`src/rtl/cond_logic_pkg.sv`:
```
// Shared definitions for the condition unit: ARM condition-field encodings and NZCV bit positions.
package cond_logic_pkg;

  typedef enum logic [3:0] {
    COND_EQ = 4'b0000,
    COND_NE = 4'b0001,
    COND_CS = 4'b0010,
    COND_CC = 4'b0011,
    COND_MI = 4'b0100,
    COND_PL = 4'b0101,
    COND_VS = 4'b0110,
    COND_VC = 4'b0111,
    COND_HI = 4'b1000,
    COND_LS = 4'b1001,
    COND_GE = 4'b1010,
    COND_LT = 4'b1011,
    COND_GT = 4'b1100,
    COND_LE = 4'b1101,
    COND_AL = 4'b1110
  } cond_e;

  localparam int unsigned FLAG_N = 3;
  localparam int unsigned FLAG_Z = 2;
  localparam int unsigned FLAG_C = 1;
  localparam int unsigned FLAG_V = 0;

endpackage

```
`src/rtl/cond_logic_flag_reg.sv`:
```
// Two-bit flag register with asynchronous active-low reset and load enable.
module cond_logic_flag_reg #(
  parameter logic [1:0] RST_VAL = 2'b00
) (
  input  logic       clk,
  input  logic       reset,
  input  logic       en,
  input  logic [1:0] d,
  output logic [1:0] q
);

  always_ff @(posedge clk or negedge reset) begin
    if (!reset) begin
      q <= RST_VAL;
    end else if (en) begin
      q <= d;
    end
  end

endmodule

```
`src/rtl/cond_logic.sv`:
```
// Condition unit: holds NZCV, evaluates the instruction Cond field against it and
// gates the decoder's write requests into committed PC/register/memory writes.
module cond_logic
  import cond_logic_pkg::*;
#(
  parameter logic [3:0] FLAG_RST = 4'b0000,
  parameter bit         HAS_EN   = 1'b1
) (
  input  logic       clk,
  input  logic       reset,
  input  logic       En,
  input  logic [3:0] Cond,
  input  logic [3:0] ALUFlags,
  input  logic [1:0] FlagW,
  input  logic       PCS,
  input  logic       RegW,
  input  logic       MemW,
  output logic       PCSrc,
  output logic       RegWrite,
  output logic       MemWrite,
  output logic [3:0] Flags,
  output logic       CondEx
);

  logic [1:0] nz_q;
  logic [1:0] cv_q;
  logic       adv;
  logic       n, z, c, v;

  assign adv   = HAS_EN ? En : 1'b1;
  assign Flags = {nz_q, cv_q};
  assign n     = Flags[FLAG_N];
  assign z     = Flags[FLAG_Z];
  assign c     = Flags[FLAG_C];
  assign v     = Flags[FLAG_V];

  // Evaluated from registered flags only: an instruction never sees its own ALU result.
  always_comb begin
    CondEx = 1'b1;
    case (cond_e'(Cond))
      COND_EQ: CondEx = z;
      COND_NE: CondEx = ~z;
      COND_CS: CondEx = c;
      COND_CC: CondEx = ~c;
      COND_MI: CondEx = n;
      COND_PL: CondEx = ~n;
      COND_VS: CondEx = v;
      COND_VC: CondEx = ~v;
      COND_HI: CondEx = c & ~z;
      COND_LS: CondEx = ~(c & ~z);
      COND_GE: CondEx = (n == v);
      COND_LT: CondEx = (n != v);
      COND_GT: CondEx = ~z & (n == v);
      COND_LE: CondEx = ~(~z & (n == v));
      COND_AL: CondEx = 1'b1;
      default: CondEx = 1'b1;
    endcase
  end

  assign PCSrc    = PCS  & CondEx;
  assign RegWrite = RegW & CondEx;
  assign MemWrite = MemW & CondEx & adv;

  cond_logic_flag_reg #(.RST_VAL(FLAG_RST[3:2])) u_nz (
    .clk   (clk),
    .reset (reset),
    .en    (adv & FlagW[1] & CondEx),
    .d     (ALUFlags[3:2]),
    .q     (nz_q)
  );

  cond_logic_flag_reg #(.RST_VAL(FLAG_RST[1:0])) u_cv (
    .clk   (clk),
    .reset (reset),
    .en    (adv & FlagW[0] & CondEx),
    .d     (ALUFlags[1:0]),
    .q     (cv_q)
  );

endmodule

```
`config.mk`:
```
export PLATFORM = sky130hd
export DESIGN_NAME = cond_logic
export DESIGN_NICKNAME = d
export VERILOG_FILES = /design/src/rtl/cond_logic_pkg.sv /design/src/rtl/cond_logic_flag_reg.sv /design/src/rtl/cond_logic.sv
export SDC_FILE = /design/constraint.sdc
export NUM_CORES = 1
export LEC_CHECK = 0
export ABC_AREA = 1
export CORE_UTILIZATION = 30
export DETAILED_ROUTE_END_ITERATION = 10
export PLACE_DENSITY_LB_ADDON = 0.3
export RECOVER_POWER = 50
export SKIP_LAST_GASP = 1
export SLEW_MARGIN = 5
export SYNTH_ARGS = -nofsm -noshare
export SYNTH_HDL_FRONTEND = slang
export SYNTH_SLANG_ARGS = --single-unit
```
`constraint.sdc`:
```
create_clock -name clk -period 1.3 [get_ports clk]
set_input_delay 0.26 -clock clk [delete_from_list [all_inputs] [get_ports clk]]
set_output_delay 0.26 -clock clk [all_outputs]
set_load 0.05 [all_outputs]
```
==> report_table.html, run 1 <==
<table>
<tr><th>Metric</th><th>Value</th></tr>
<tr><th colspan="2">Status</th></tr>
<tr><td>Status</td><td>complete, but fails checks</td></tr>
<tr><td>Violations in the final reports</td><td>setup timing</td></tr>
<tr><th colspan="2">STA</th></tr>
<tr><td>Number of setup violations in the final report</td><td>8</td></tr>
<tr><td>Fin. max-slew vios</td><td>0</td></tr>
<tr><td>Fmax achieved</td><td>approximately 540 MHz</td></tr>
<tr><td>Setup WS post-layout</td><td>-548.5 ps</td></tr>
<tr><td>Layout Skew</td><td>approximately 2.9 ps</td></tr>
<tr><td>Worst-Margin Slew</td><td>203.1 ps</td></tr>
<tr><td>Tcrit/Tclk final</td><td>142.2%</td></tr>
<tr><td>Worst slew margin relative to its limit</td><td>86.41%</td></tr>
<tr><td>RSZ-0062 raised after global routing</td><td>true</td></tr>
<tr><td>Final number of hold-violating endpoints</td><td>0</td></tr>
<tr><td>Final critical path time including I/O delays and setup</td><td>1849 ps</td></tr>
<tr><th colspan="2">Synthesis</th></tr>
<tr><td>Biggest area consumer among synthesized cells</td><td>nand2_1</td></tr>
<tr><td>Yosys Warn Count</td><td>0</td></tr>
<tr><td>Post-synthesis cell count</td><td>a little under 90</td></tr>
<tr><td>Adder-cell share of the synthesized area</td><td>0%</td></tr>
<tr><td>Mean instance size in the synthesized netlist</td><td>about 5.4 µm²</td></tr>
<tr><td>Synth area leaders</td><td>nand2_1 29%, dfrtp_1 21%, nand3_1 13%</td></tr>
<tr><td>Area share of the largest cell type after synthesis</td><td>29.37%</td></tr>
<tr><td>Share of cell area taken by muxes after synthesis</td><td>0%</td></tr>
<tr><td>Number of flip-flops and latches in the synthesized netlist</td><td>4</td></tr>
<tr><td>Sequential-to-total area share from yosys stat</td><td>21.16%</td></tr>
<tr><td>Dominant combinational cell family by area after synthesis</td><td>simple AND/OR/NAND/NOR gates</td></tr>
<tr><td>Synthesized-area fraction occupied by and/or/nand/nor cells</td><td>around 68%</td></tr>
<tr><td>Count of cell types in the netlist</td><td>11</td></tr>
<tr><td>Syn Std Cell Area</td><td>473.0 µm²</td></tr>
<tr><td>Synth Area in XOR/XNOR</td><td>0%</td></tr>
<tr><td>Compound-gate portion of the synthesized area</td><td>0%</td></tr>
<tr><td>Post-synthesis net count</td><td>104</td></tr>
<tr><th colspan="2">Finish</th></tr>
<tr><td>Area added between synthesis and finish</td><td>110.8%</td></tr>
<tr><td>Fillcell total</td><td>roughly 120</td></tr>
<tr><td>Post-route cell area</td><td>997.2 µm²</td></tr>
<tr><td>Number of nets at the end of the flow</td><td>143</td></tr>
<tr><td>Register area</td><td>approximately 110 µm²</td></tr>
<tr><td>Commonest non-fill, non-tap cell in the layout</td><td>nand2_1</td></tr>
<tr><td>Area of the multi-input gates</td><td>395.4 µm²</td></tr>
<tr><td>Number of diodes added for antenna fixing</td><td>0</td></tr>
<tr><td>Commonest cells after routing, fill and taps aside</td><td>33 x nand2_1, 10 x clkdlybuf4s50_1, 8 x nor2_1, 8 x buf_12, 8 x buf_4</td></tr>
<tr><td>Layout cells sized above 1</td><td>~45%</td></tr>
<tr><th colspan="2">Setup path</th></tr>
<tr><td>Max FO, Critical Path</td><td>5</td></tr>
<tr><td>Slowest stage cell on the critical path</td><td>dfrtp_2</td></tr>
<tr><td>Worst stage delay on the critical path</td><td>approximately 440 ps</td></tr>
<tr><td>Data required time of the critical path</td><td>between 1000 and 1500 ps</td></tr>
<tr><td>Critical path startpoint category</td><td>flip-flop</td></tr>
<tr><td>Number of buffer and inverter stages on the critical path</td><td>4</td></tr>
<tr><td>Critical path class</td><td>reg2out</td></tr>
<tr><td>Crit Reg-Reg Startpoint</td><td>u_nz.q[1]$_DFFE_PN0P_</td></tr>
<tr><td>Critical path, cell by cell</td><td>inv_2 -&gt; nand2_2 -&gt; nand2_4 -&gt; nand3_2 -&gt; nand2_2 -&gt; inv_2 -&gt; nand3_4 -&gt; clkinvlp_4 -&gt; nor2_4 -&gt; buf_12</td></tr>
<tr><td>Family of cells with the greatest summed delay on the critical path</td><td>simple AND/OR/NAND/NOR gates</td></tr>
<tr><td>Slack of the worst reg-to-reg path</td><td>-270 ps</td></tr>
<tr><td>Capture instance of the worst register-to-register path</td><td>u_cv.q[1]$_DFFE_PN0P_</td></tr>
<tr><td>R2r worst-path depth</td><td>13</td></tr>
<tr><td>Critical path arrival</td><td>about 1600 ps</td></tr>
<tr><td>Crit. End Element</td><td>output pin</td></tr>
<tr><th colspan="2">Place</th></tr>
<tr><td>Final estimated routing congestion in global placement</td><td>roughly 0.79</td></tr>
<tr><td>DP Wirelength</td><td>1059 µm</td></tr>
<tr><td>Port-buffer cells</td><td>23</td></tr>
<tr><td>Area of placed instances</td><td>roughly 870 µm²</td></tr>
<tr><th colspan="2">Drt</th></tr>
<tr><td>1st-pass router iterations</td><td>4</td></tr>
<tr><td>Detailed-route DRC error count</td><td>0</td></tr>
<tr><td>Total via count after detailed routing</td><td>roughly 670</td></tr>
<tr><td>Count of nets left with antenna violations after detail routing</td><td>0</td></tr>
<tr><td>Total Routed Length</td><td>~1500 µm</td></tr>
<tr><td>Number of DRC markers after the initial detailed-route iteration</td><td>8</td></tr>
<tr><td>Vias per Instance</td><td>~4.8</td></tr>
<tr><td>DR WL/cell</td><td>approximately 10 µm</td></tr>
<tr><th colspan="2">Clock tree</th></tr>
<tr><td>CTS tree</td><td>done</td></tr>
<tr><td>Number of buffers created by CTS</td><td>3</td></tr>
<tr><td>Insertion delay of the later-clocked pin in the worst-skew pair</td><td>230 ps</td></tr>
<tr><td>Root Driver</td><td>clkbuf_4</td></tr>
<tr><td>Post-CTS Hold Buffers</td><td>0</td></tr>
<tr><td>Clock Tree Buf Depth</td><td>2</td></tr>
<tr><td>Num Clock Sinks</td><td>4</td></tr>
<tr><td>CTS H-tree lvls</td><td>1</td></tr>
<tr><td>CTS clk-pin slew, worst paths</td><td>about 40 ps</td></tr>
<tr><th colspan="2">Worst hold path</th></tr>
<tr><td>Class of the most critical hold timing path</td><td>in2async</td></tr>
<tr><th colspan="2">Floorplanning</th></tr>
<tr><td>Placeable core region</td><td>between 0.001 and 0.0015 mm²</td></tr>
<tr><td>Vertical die dimension</td><td>approximately 42 µm</td></tr>
<tr><td>Starting utilization of the core area</td><td>34.21%</td></tr>
<tr><td>Die outline width</td><td>between 40 and 50 µm</td></tr>
<tr><td>Boundary pin count</td><td>24</td></tr>
<tr><td>Overall die area</td><td>~0.0017 mm²</td></tr>
<tr><td>Row Count</td><td>13</td></tr>
<tr><th colspan="2">GRT</th></tr>
<tr><td>Pin count of the biggest net entering global routing</td><td>7</td></tr>
<tr><td>Overall global routing resource usage</td><td>about 18%</td></tr>
<tr><td>Number of global-route vias before repair</td><td>643</td></tr>
<tr><td>Global-route wire length before repair</td><td>2373 µm</td></tr>
<tr><td>Antenna violations before repair</td><td>0</td></tr>
<tr><td>Remaining global-route overflow</td><td>0</td></tr>
<tr><th colspan="2">Power</th></tr>
<tr><td>Overall Power</td><td>roughly 2.1 mW</td></tr>
<tr><td>Static Leakage</td><td>0.5118 nW</td></tr>
<tr><td>Max IR drop VDD</td><td>1.658 mV</td></tr>
<tr><td>Pwr Density</td><td>roughly 2200 mW/mm²</td></tr>
<tr><th colspan="2">Flow run</th></tr>
<tr><td># Max-Cap Violations</td><td>0</td></tr>
</table>
-- flip-flops by register name, indices dropped and copies added (netlist names) --
register and flops:
u_nz.q 2, u_cv.q 2
-- Yosys cell counts --
| cell | number |
|---|---|
| inv_1 | 13 |
| nor2_1 | 12 |
| nand2_2 | 5 |
| nand3_4 | 1 |
| nor2_2 | 1 |
| dfrtp_1 | 4 |
| nand3_1 | 12 |
| inv_2 | 1 |
| nand3_2 | 1 |
| nor2_4 | 1 |
| nand2_1 | 37 |
-- report_power, final --
group | internal [mW] | switching (mW)
Combinational | 0.808 | 0.898
Sequential | 0.198 | 0.0970
Clock | 0.103 | 0.0456
-- worst max path at each step --
stage	from	to	slack [ps]	cells past startpoint
floorplan	u_cv.q[0]$_DFFE_PN0P_	MemWrite	-570	10
global placement	Cond[1]	PCSrc	-740	11
detailed placement	Cond[0]	RegWrite	-760	11
CTS	u_nz.q[0]$_DFFE_PN0P_	RegWrite	-560	10
global route	Cond[1]	RegWrite	-680	11
finish	u_nz.q[1]$_DFFE_PN0P_	RegWrite	-550	10
-- routing by layer --
layer / vias up / track usage (%) / wire [µm]
li1: 343 / - / -
met1: 294 / 17.29 / 522
met2: 30 / 33.75 / 836
met3: 2 / 3.043 / 82
met4: 0 / 10.32 / 8
met5: - / 0 / 0
-- cells by family after synthesis --
group	Yosys count
buffers and inverters	14
flip-flops	4
AND/OR/NAND/NOR	70
-- through the flow --
step / setup TNS [ps] / instances / utilization [%] / setup WS [ps] / hold slack [ps]
2_1_floorplan: -2663 / 88 / - / -567.3 / -35.59
3_3_place_gp: -4778 / 132 / 63.26 / -740.9 / 474.6
3_5_place_dp: -4918 / 132 / 63.26 / -758.3 / 481.2
4_1_cts: -3048 / 140 / 70.14 / -560.8 / 236.7
5_1_grt: -4215 / 140 / 72.13 / -680.8 / 312.9
6_report: -3227 / 140 / 72.13 / -548.5 / 304.1
-- cell type report --
cell class	count	share of cell area [%]
clock buffer	3	2.258
inverter	14	5.646
multi-input combinational	70	39.65
sequential	4	10.54
tap	15	1.882
timing repair buffer	34	40.03
-- worst register-to-register path, stage by stage, from the launching register on --
cell	delay, ps
dfrtp_2	440
inv_2	80
nand2_2	60
nand2_4	70
nand2_1	50
nand2_1	60
nand2_2	50
inv_2	60
nand3_4	80
buf_4	140
buf_6	110
buf_6	130
nand3_1	60
nand2_1	50
-- repair_timing --
item / CTS / global route
resized for setup: 17 / 7
buffers inserted: 5 / 0
setup endpoints to repair: 8 / 8
pin swaps: 6 / 6
cloned: 0 / 0
endpoints found under the hold margin: 0 / 0
(Power assumes the default switching activity.)
==> inputs of run 2 (changes only) <==
--- a/config.mk
+++ b/config.mk
@@ -8,7 +8,7 @@
 export ABC_AREA = 1
 export CORE_UTILIZATION = 30
 export DETAILED_ROUTE_END_ITERATION = 10
-export PLACE_DENSITY_LB_ADDON = 0.3
+export PLACE_DENSITY = 0.63
 export RECOVER_POWER = 50
 export SKIP_LAST_GASP = 1
 export SLEW_MARGIN = 5
==> report_table.html, run 2 (same netlist as run 1, synthesis figures left out) <==
<table>
<tr><th>Metric</th><th>Value</th></tr>
<tr><th colspan="2">STA</th></tr>
<tr><td>Final number of hold-violating endpoints</td><td>0 (unchanged)</td></tr>
<tr><td>Worst-Margin Slew</td><td>221.2 ps (+18.12 ps)</td></tr>
<tr><td>WHS</td><td>298.4 ps (-5.651 ps)</td></tr>
<tr><td>Final critical path time including I/O delays and setup</td><td>1859 ps (+10.94 ps)</td></tr>
<tr><td>Setup WS post-layout</td><td>-559.5 ps (-10.94 ps)</td></tr>
<tr><td>Number of setup violations in the final report</td><td>9 (+1)</td></tr>
<tr><td>RSZ-0062 raised after global routing</td><td>true</td></tr>
<tr><td>Fin. max-slew vios</td><td>0 (unchanged)</td></tr>
<tr><td>Tcrit/Tclk final</td><td>143.0% (+0.84 points)</td></tr>
<tr><td>Layout Skew</td><td>3.619 ps (+0.7559 ps)</td></tr>
<tr><td>Worst slew margin relative to its limit</td><td>85.20% (-1.2 points)</td></tr>
<tr><td>Fmax achieved</td><td>537.8 MHz (-0.59%)</td></tr>
<tr><td>Sum of negative setup slack</td><td>-3881 ps (-654.1 ps)</td></tr>
<tr><th colspan="2">Place</th></tr>
<tr><td>Area of placed instances</td><td>889.6 µm² (+1.7%)</td></tr>
<tr><td>Final estimated routing congestion in global placement</td><td>0.8159 (+3.0%)</td></tr>
<tr><td>Port-buffer cells</td><td>23 (unchanged)</td></tr>
<tr><td>DP Wirelength</td><td>1088 µm (+2.7%)</td></tr>
<tr><td>Count of placed standard cells including taps</td><td>134 (+1.5%)</td></tr>
<tr><th colspan="2">Power</th></tr>
<tr><td>Static Leakage</td><td>0.5122 nW (about the same)</td></tr>
<tr><td>Overall Power</td><td>2.135 mW (-0.68%)</td></tr>
<tr><td>Pwr Density</td><td>2152 mW/mm² (-0.18%)</td></tr>
<tr><td>Max IR drop VDD</td><td>1.616 mV (-2.6%)</td></tr>
<tr><th colspan="2">Setup path</th></tr>
<tr><td>Critical path, cell by cell</td><td>inv_2 -&gt; nand2_2 -&gt; nand2_4 -&gt; nand3_2 -&gt; nand2_2 -&gt; inv_2 -&gt; nand3_4 -&gt; clkinvlp_4 -&gt; nor2_4 -&gt; buf_12</td></tr>
<tr><td>Data required time of the critical path</td><td>1040 ps (about the same)</td></tr>
<tr><td>Slowest stage cell on the critical path</td><td>dfrtp_2</td></tr>
<tr><td>Capture instance of the worst register-to-register path</td><td>u_nz.q[0]$_DFFE_PN0P_</td></tr>
<tr><td>Critical path class</td><td>reg2out</td></tr>
<tr><td>Slack of the worst reg-to-reg path</td><td>-420 ps (-150 ps)</td></tr>
<tr><td>Crit Reg-Reg Startpoint</td><td>u_cv.q[0]$_DFFE_PN0P_</td></tr>
<tr><td>Worst stage delay on the critical path</td><td>430 ps (about the same)</td></tr>
<tr><td>Critical path arrival</td><td>1600 ps (about the same)</td></tr>
<tr><td>Crit. End Element</td><td>output pin</td></tr>
<tr><td>R2r worst-path depth</td><td>15 (+2)</td></tr>
<tr><td>Max FO, Critical Path</td><td>5 (unchanged)</td></tr>
<tr><td>Critical path startpoint category</td><td>flip-flop</td></tr>
<tr><th colspan="2">Finish</th></tr>
<tr><td>Post-route cell area</td><td>992.2 µm² (-0.50%)</td></tr>
<tr><td>Number of nets at the end of the flow</td><td>146 (+2.1%)</td></tr>
<tr><td>Commonest cells after routing, fill and taps aside</td><td>33 x nand2_1, 13 x buf_4, 10 x clkdlybuf4s50_1</td></tr>
<tr><td>Top Registers</td><td>u_cv.q: 2 flops, u_nz.q: 2 flops</td></tr>
<tr><td>Area added between synthesis and finish</td><td>109.8%</td></tr>
<tr><td>Number of cells in the finished layout apart from fillers</td><td>143 (+2.1%)</td></tr>
<tr><td>Commonest non-fill, non-tap cell in the layout</td><td>nand2_1</td></tr>
<tr><td>Fillcell total</td><td>121 (+2.5%)</td></tr>
<tr><td>Number of diodes added for antenna fixing</td><td>0 (unchanged)</td></tr>
<tr><td>Layout cells sized above 1</td><td>42.97% (-1.8 points)</td></tr>
<tr><th colspan="2">Flow run</th></tr>
<tr><td># Max-Cap Violations</td><td>0 (unchanged)</td></tr>
<tr><th colspan="2">Worst hold path</th></tr>
<tr><td>Class of the most critical hold timing path</td><td>in2async</td></tr>
<tr><th colspan="2">Status</th></tr>
<tr><td>Violations in the final reports</td><td>setup timing</td></tr>
<tr><td>Status</td><td>complete, but fails checks</td></tr>
<tr><th colspan="2">Drt</th></tr>
<tr><td>Total via count after detailed routing</td><td>675 (+0.90%)</td></tr>
<tr><td>DR WL/cell</td><td>10.22 µm (-1.4%)</td></tr>
<tr><td>1st-pass router iterations</td><td>4 (unchanged)</td></tr>
<tr><td>Detailed-route DRC error count</td><td>0 (unchanged)</td></tr>
<tr><td>Count of nets left with antenna violations after detail routing</td><td>0 (unchanged)</td></tr>
<tr><td>Number of DRC markers after the initial detailed-route iteration</td><td>17 (+9)</td></tr>
<tr><td>Total Routed Length</td><td>1461 µm (+0.76%)</td></tr>
<tr><td>Vias per Instance</td><td>4.720 (-1.2%)</td></tr>
<tr><th colspan="2">Floorplanning</th></tr>
<tr><td>Die outline width</td><td>41.71 µm (unchanged)</td></tr>
<tr><td>Placeable core region</td><td>0.001383 mm² (unchanged)</td></tr>
<tr><td>Overall die area</td><td>0.001739 mm² (unchanged)</td></tr>
<tr><td>Row Count</td><td>13 (unchanged)</td></tr>
<tr><td>Vertical die dimension</td><td>41.71 µm (unchanged)</td></tr>
<tr><td>Boundary pin count</td><td>24 (unchanged)</td></tr>
<tr><td>Starting utilization of the core area</td><td>34.21% (unchanged)</td></tr>
<tr><th colspan="2">Clock tree</th></tr>
<tr><td>CTS H-tree lvls</td><td>1 (unchanged)</td></tr>
<tr><td>CTS tree</td><td>done</td></tr>
<tr><td>Root Driver</td><td>clkbuf_4</td></tr>
<tr><td>Clock Tree Buf Depth</td><td>2 (unchanged)</td></tr>
<tr><td>Number of buffers created by CTS</td><td>3 (unchanged)</td></tr>
<tr><td>Insertion delay of the later-clocked pin in the worst-skew pair</td><td>240 ps (about the same)</td></tr>
<tr><td>CTS clk-pin slew, worst paths</td><td>40 ps (about the same)</td></tr>
<tr><td>Num Clock Sinks</td><td>4 (unchanged)</td></tr>
<tr><th colspan="2">GRT</th></tr>
<tr><td>Antenna violations before repair</td><td>0 (unchanged)</td></tr>
<tr><td>Remaining global-route overflow</td><td>0 (unchanged)</td></tr>
<tr><td>Number of global-route vias before repair</td><td>600 (-6.7%)</td></tr>
<tr><td>Global-route wire length before repair</td><td>2221 µm (-6.4%)</td></tr>
<tr><td>Pin count of the biggest net entering global routing</td><td>8 (+1)</td></tr>
<tr><td>Overall global routing resource usage</td><td>16.56% (-1.1 points)</td></tr>
</table>
## run 2: cell count changes in the layout (fill, tap and decap cells not counted)
cell,previous run,this run
buf_4,8,13
buf_6,3,1
inv_1,6,8
inv_2,7,5
nand2_2,7,8
nand2_4,2,1
nand3_1,7,9
nand3_2,6,4
nor2_2,1,2
nor2_4,5,4
## run 2: worst max-delay path by stage
| stage | cells after the start | to | slack, ps | startpoint |
|---|---|---|---|---|
| floorplan | 10 | MemWrite | -570 | u_cv.q[0]$_DFFE_PN0P_ |
| global placement | 11 | MemWrite | -750 | Cond[1] |
| detailed placement | 11 | RegWrite | -760 | Cond[1] |
| CTS | 10 | RegWrite | -570 | u_nz.q[0]$_DFFE_PN0P_ |
| global route | 10 | MemWrite | -660 | u_cv.q[0]$_DFFE_PN0P_ |
| finish | 10 | MemWrite | -560 | u_cv.q[0]$_DFFE_PN0P_ |
## run 2: through the flow
stage,utilization (%),worst slack (ps)
finish,71.76,-559.5
global route,71.76,-660.6
CTS,67.33,-572.8
detailed placement,64.34,-764.7
global placement,64.34,-748.7
floorplan,-,-567.3
## run 2: per-layer routing
metal	share of wire [%]	up-vias	track usage (%)
li1	-	347	-
met1	39	293	17.02
met2	49	29	27.81
met3	8.4	6	6.522
met4	2.7	0	10.32
met5	0	-	0
## run 2: layout make-up
cell class | instances | area, µm² | area share [%]
repair buffers | 37 | 414.1 | 41.74
multi-input cells | 70 | 375.4 | 37.83
flip-flops and latches | 4 | 105.1 | 10.59
inverters | 14 | 56.30 | 5.675
clock buffers | 3 | 22.52 | 2.270
well taps | 15 | 18.77 | 1.892
## run 2: where the power goes
part           switching (mW)  internal [mW]
clock network          0.0512          0.103
logic                   0.888          0.807
registers              0.0881          0.198
total                    1.03           1.11
## run 2: critical path, delay by kind of cell, from the launching register on
kind	cells	cell delay, ps
flops	1	430
buf+inv	4	430
simple gates	6	500
## run 2: timing repair
action	4_1_cts	5_1_grt
pin swaps	5	8
resized for setup	10	6
setup buffers	1	5
hold buffers	0	0
endpoints found under the setup margin	8	8
==> inputs of run 3 (changes only) <==
--- a/config.mk
+++ b/config.mk
@@ -7,6 +7,7 @@
 export LEC_CHECK = 0
 export ABC_AREA = 1
 export CORE_UTILIZATION = 30
+export CTS_BUF_LIST = sky130_fd_sc_hd__clkbuf_2
 export DETAILED_ROUTE_END_ITERATION = 10
 export PLACE_DENSITY = 0.63
 export RECOVER_POWER = 50
==> constraint.sdc (replaced) <==
create_clock -name clk -period 1.3 [get_ports clk]
set_input_delay 0.26 -clock clk [delete_from_list [all_inputs] [get_ports clk]]
set_output_delay 0.26 -clock clk [all_outputs]
set_load 0.02 [all_outputs]
==> report_table.html, run 3 (same netlist as run 1, synthesis figures left out) <==
<table>
<tr><th>Metric</th><th>Value</th></tr>
<tr><th colspan="2">Power</th></tr>
<tr><td>Static Leakage</td><td>0.4499 nW (-12%)</td></tr>
<tr><td>Fraction of power spent switching nets</td><td>52.13% (+4.0 points)</td></tr>
<tr><td>Combinational group share of total power</td><td>71.5% (-7.9 points)</td></tr>
<tr><td>Flop pwr share</td><td>20.4% (+7.0 points)</td></tr>
<tr><td>Max IR drop VDD</td><td>1.458 mV (-9.7%)</td></tr>
<tr><td>Power share of the clock group</td><td>8.1% (+0.9 points)</td></tr>
<tr><td>Overall Power</td><td>1.447 mW (-32%)</td></tr>
<tr><td>P_sw</td><td>0.7542 mW (-27%)</td></tr>
<tr><td>Internal cell power</td><td>0.6925 mW (-37%)</td></tr>
<tr><td>Pwr Density</td><td>1700 mW/mm² (-21%)</td></tr>
<tr><th colspan="2">Finish</th></tr>
<tr><td>Register area</td><td>105.1 µm² (unchanged)</td></tr>
<tr><td>Post-route cell area</td><td>850.8 µm² (-14%)</td></tr>
<tr><td>Commonest cells after routing, fill and taps aside</td><td>32 x nand2_1, 10 x clkdlybuf4s50_1, 8 x inv_2, 8 x nand2_2</td></tr>
<tr><td>Area of the multi-input gates</td><td>400.4 µm² (+6.7%)</td></tr>
<tr><td>Layout cells sized above 1</td><td>45.00% (+2.0 points)</td></tr>
<tr><td>Commonest non-fill, non-tap cell in the layout</td><td>nand2_1</td></tr>
<tr><td>Fillcell total</td><td>144 (+19%)</td></tr>
<tr><td>Core Util, Final</td><td>61.54% (-10 points)</td></tr>
<tr><td>Top Registers</td><td>u_cv.q: 2 flops, u_nz.q: 2 flops</td></tr>
<tr><td>Number of cells in the finished layout apart from fillers</td><td>135 (-5.6%)</td></tr>
<tr><td>Number of nets at the end of the flow</td><td>138 (-5.5%)</td></tr>
<tr><td>Area added between synthesis and finish</td><td>79.89%</td></tr>
<tr><td>Number of diodes added for antenna fixing</td><td>0 (unchanged)</td></tr>
<tr><th colspan="2">Floorplanning</th></tr>
<tr><td>Row Count</td><td>13 (unchanged)</td></tr>
<tr><td>Vertical die dimension</td><td>41.71 µm (unchanged)</td></tr>
<tr><td>Boundary pin count</td><td>24 (unchanged)</td></tr>
<tr><td>Overall die area</td><td>0.001739 mm² (unchanged)</td></tr>
<tr><td>Placeable core region</td><td>0.001383 mm² (unchanged)</td></tr>
<tr><td>Die outline width</td><td>41.71 µm (unchanged)</td></tr>
<tr><td>Starting utilization of the core area</td><td>34.21% (unchanged)</td></tr>
<tr><th colspan="2">Clock tree</th></tr>
<tr><td>Number of buffers created by CTS</td><td>3 (unchanged)</td></tr>
<tr><td>Insertion delay of the later-clocked pin in the worst-skew pair</td><td>210 ps (-30 ps)</td></tr>
<tr><td>CTS clk-pin slew, worst paths</td><td>50 ps (about the same)</td></tr>
<tr><td>Num Clock Sinks</td><td>4 (unchanged)</td></tr>
<tr><td>CTS tree</td><td>done</td></tr>
<tr><td>Clock Tree Buf Depth</td><td>2 (unchanged)</td></tr>
<tr><td>CTS H-tree lvls</td><td>1 (unchanged)</td></tr>
<tr><td>Post-CTS Hold Buffers</td><td>0 (unchanged)</td></tr>
<tr><td>Root Driver</td><td>clkbuf_2</td></tr>
<tr><th colspan="2">Drt</th></tr>
<tr><td>Number of DRC markers after the initial detailed-route iteration</td><td>5 (-12)</td></tr>
<tr><td>Total via count after detailed routing</td><td>620 (-8.1%)</td></tr>
<tr><td>1st-pass router iterations</td><td>3 (-1)</td></tr>
<tr><td>Detailed-route DRC error count</td><td>0 (unchanged)</td></tr>
<tr><td>Vias per Instance</td><td>4.593 (-2.7%)</td></tr>
<tr><td>DR WL/cell</td><td>9.978 µm (-2.3%)</td></tr>
<tr><td>Total Routed Length</td><td>1347 µm (-7.8%)</td></tr>
<tr><td>Count of nets left with antenna violations after detail routing</td><td>0 (unchanged)</td></tr>
<tr><th colspan="2">STA</th></tr>
<tr><td>Worst slew margin relative to its limit</td><td>86.12% (+0.92 points)</td></tr>
<tr><td>RSZ-0062 raised after global routing</td><td>true</td></tr>
<tr><td>WHS</td><td>320.9 ps (+22.44 ps)</td></tr>
<tr><td>Tcrit/Tclk final</td><td>132.2% (-11 points)</td></tr>
<tr><td>Setup WS post-layout</td><td>-419.0 ps (+140.4 ps)</td></tr>
<tr><td>Layout Skew</td><td>1.962 ps (-1.657 ps)</td></tr>
<tr><td>Worst-Margin Slew</td><td>208.1 ps (-13.06 ps)</td></tr>
<tr><td>Final critical path time including I/O delays and setup</td><td>1719 ps (-140.4 ps)</td></tr>
<tr><td>Number of setup violations in the final report</td><td>8 (-1)</td></tr>
<tr><td>Fin. max-slew vios</td><td>0 (unchanged)</td></tr>
<tr><td>Fmax achieved</td><td>581.7 MHz (+8.2%)</td></tr>
<tr><td>Sum of negative setup slack</td><td>-1888 ps (+1992 ps)</td></tr>
<tr><td>Final number of hold-violating endpoints</td><td>0 (unchanged)</td></tr>
<tr><th colspan="2">Place</th></tr>
<tr><td>Final estimated routing congestion in global placement</td><td>0.9360 (+15%)</td></tr>
<tr><td>Pre-CTS setup slack</td><td>-1090 ps (-325.8 ps)</td></tr>
<tr><td>DP Wirelength</td><td>1077 µm (-0.97%)</td></tr>
<tr><td>Area of placed instances</td><td>797.0 µm² (-10%)</td></tr>
<tr><td>Count of placed standard cells including taps</td><td>132 (-1.5%)</td></tr>
<tr><td>Port-buffer cells</td><td>23 (unchanged)</td></tr>
<tr><th colspan="2">GRT</th></tr>
<tr><td>Global-route track usage on met1</td><td>15.87% (-1.1 points)</td></tr>
<tr><td>Antenna violations before repair</td><td>0 (unchanged)</td></tr>
<tr><td>Pin count of the biggest net entering global routing</td><td>7 (-1)</td></tr>
<tr><td>Met3 Track Usage GR</td><td>6.087% (-0.43 points)</td></tr>
<tr><td>GRT met2 Usage</td><td>27.19% (-0.63 points)</td></tr>
<tr><td>Number of global-route vias before repair</td><td>603 (+0.50%)</td></tr>
<tr><td>Most used routing layer</td><td>met2</td></tr>
<tr><td>Overall global routing resource usage</td><td>15.54% (-1.0 points)</td></tr>
<tr><td>Global-route wire length before repair</td><td>2139 µm (-3.7%)</td></tr>
<tr><td>Remaining global-route overflow</td><td>0 (unchanged)</td></tr>
<tr><th colspan="2">Setup path</th></tr>
<tr><td>Critical path, cell by cell</td><td>inv_2 -&gt; nand2_2 -&gt; nand2_4 -&gt; nand2_1 -&gt; nand2_1 -&gt; nand2_2 -&gt; inv_2 -&gt; nand3_4 -&gt; inv_6 -&gt; nor2_4 -&gt; buf_6</td></tr>
<tr><td>Slowest stage cell on the critical path</td><td>dfrtp_2</td></tr>
<tr><td>Number of buffer and inverter stages on the critical path</td><td>4 (unchanged)</td></tr>
<tr><td>Crit. End Element</td><td>output pin</td></tr>
<tr><td>Critical path startpoint category</td><td>flip-flop</td></tr>
<tr><td>Family of cells with the greatest summed delay on the critical path</td><td>simple AND/OR/NAND/NOR gates</td></tr>
<tr><td>Critical path class</td><td>reg2out</td></tr>
<tr><td>Critical path arrival</td><td>1460 ps (-140 ps)</td></tr>
<tr><td>Max FO, Critical Path</td><td>5 (unchanged)</td></tr>
<tr><td>Worst stage delay on the critical path</td><td>440 ps (about the same)</td></tr>
<tr><td>Data required time of the critical path</td><td>1040 ps (about the same)</td></tr>
<tr><td>Crit Reg-Reg Startpoint</td><td>u_nz.q[1]$_DFFE_PN0P_</td></tr>
<tr><td>R2r worst-path depth</td><td>11 (-4)</td></tr>
<tr><td>Capture instance of the worst register-to-register path</td><td>u_nz.q[0]$_DFFE_PN0P_</td></tr>
<tr><td>Slack of the worst reg-to-reg path</td><td>-80 ps (+340 ps)</td></tr>
<tr><td>Levels on crit path</td><td>11 (+1)</td></tr>
<tr><th colspan="2">Status</th></tr>
<tr><td>Status</td><td>complete, but fails checks</td></tr>
<tr><td>Violations in the final reports</td><td>setup timing</td></tr>
<tr><th colspan="2">Flow run</th></tr>
<tr><td># Max-Cap Violations</td><td>0 (unchanged)</td></tr>
<tr><th colspan="2">Worst hold path</th></tr>
<tr><td>Class of the most critical hold timing path</td><td>in2async</td></tr>
</table>
run 3: changes by cell type in the layout (fill, tap and decap cells not counted), sizes merged:
cell,change
buf,-8
clkdlybuf4s15,+1
clkinvlp,-1
dlygate4sd2,-1
inv,+1
run 3: how the worst max path moves through the flow:
stage                                     start       end  slack, ps
after floorplan           u_nz.q[0]$_DFFE_PN0P_  MemWrite       -190
after global placement                  Cond[1]  MemWrite      -1080
after detailed placement                Cond[1]  MemWrite      -1090
after CTS                 u_nz.q[1]$_DFFE_PN0P_     PCSrc       -440
after global routing      u_nz.q[1]$_DFFE_PN0P_  MemWrite       -490
final                     u_nz.q[1]$_DFFE_PN0P_  MemWrite       -420
run 3: power by group through the flow:
| stage | sequential (mW) | clock [mW] | combinational (mW) |
|---|---|---|---|
| 2_1_floorplan | 0.353 | 0 | 0.485 |
| 3_3_place_gp | 0.282 | 0 | 0.995 |
| 3_5_place_dp | 0.285 | 0 | 1.00 |
| 4_1_cts | 0.288 | 0.119 | 0.962 |
| 5_1_grt | 0.305 | 0.124 | 1.13 |
| 6_report | 0.296 | 0.117 | 1.03 |
run 3: area by class of cell:
class                   count  share of cell area (%)
clock buffers               3                   1.765
inverters                  14                   6.765
multi-input cells          70                   47.06
flip-flops and latches      4                   12.35
well taps                  15                   2.206
repair buffers             29                   29.85
run 3: what timing repair did:
action | CTS | global route
pin swaps | 7 | 9
buffers inserted | 0 | 0
setup endpoints to repair | 12 | 10
gates resized for setup | 41 | 22
run 3: metal layers:
| metal | part of all wire [%] | vias up |
|---|---|---|
| li1 | - | 328 |
| met5 | 0 | - |
| met2 | 48 | 24 |
| met1 | 43 | 268 |
| met4 | 0 | 0 |
| met3 | 8.3 | 0 |
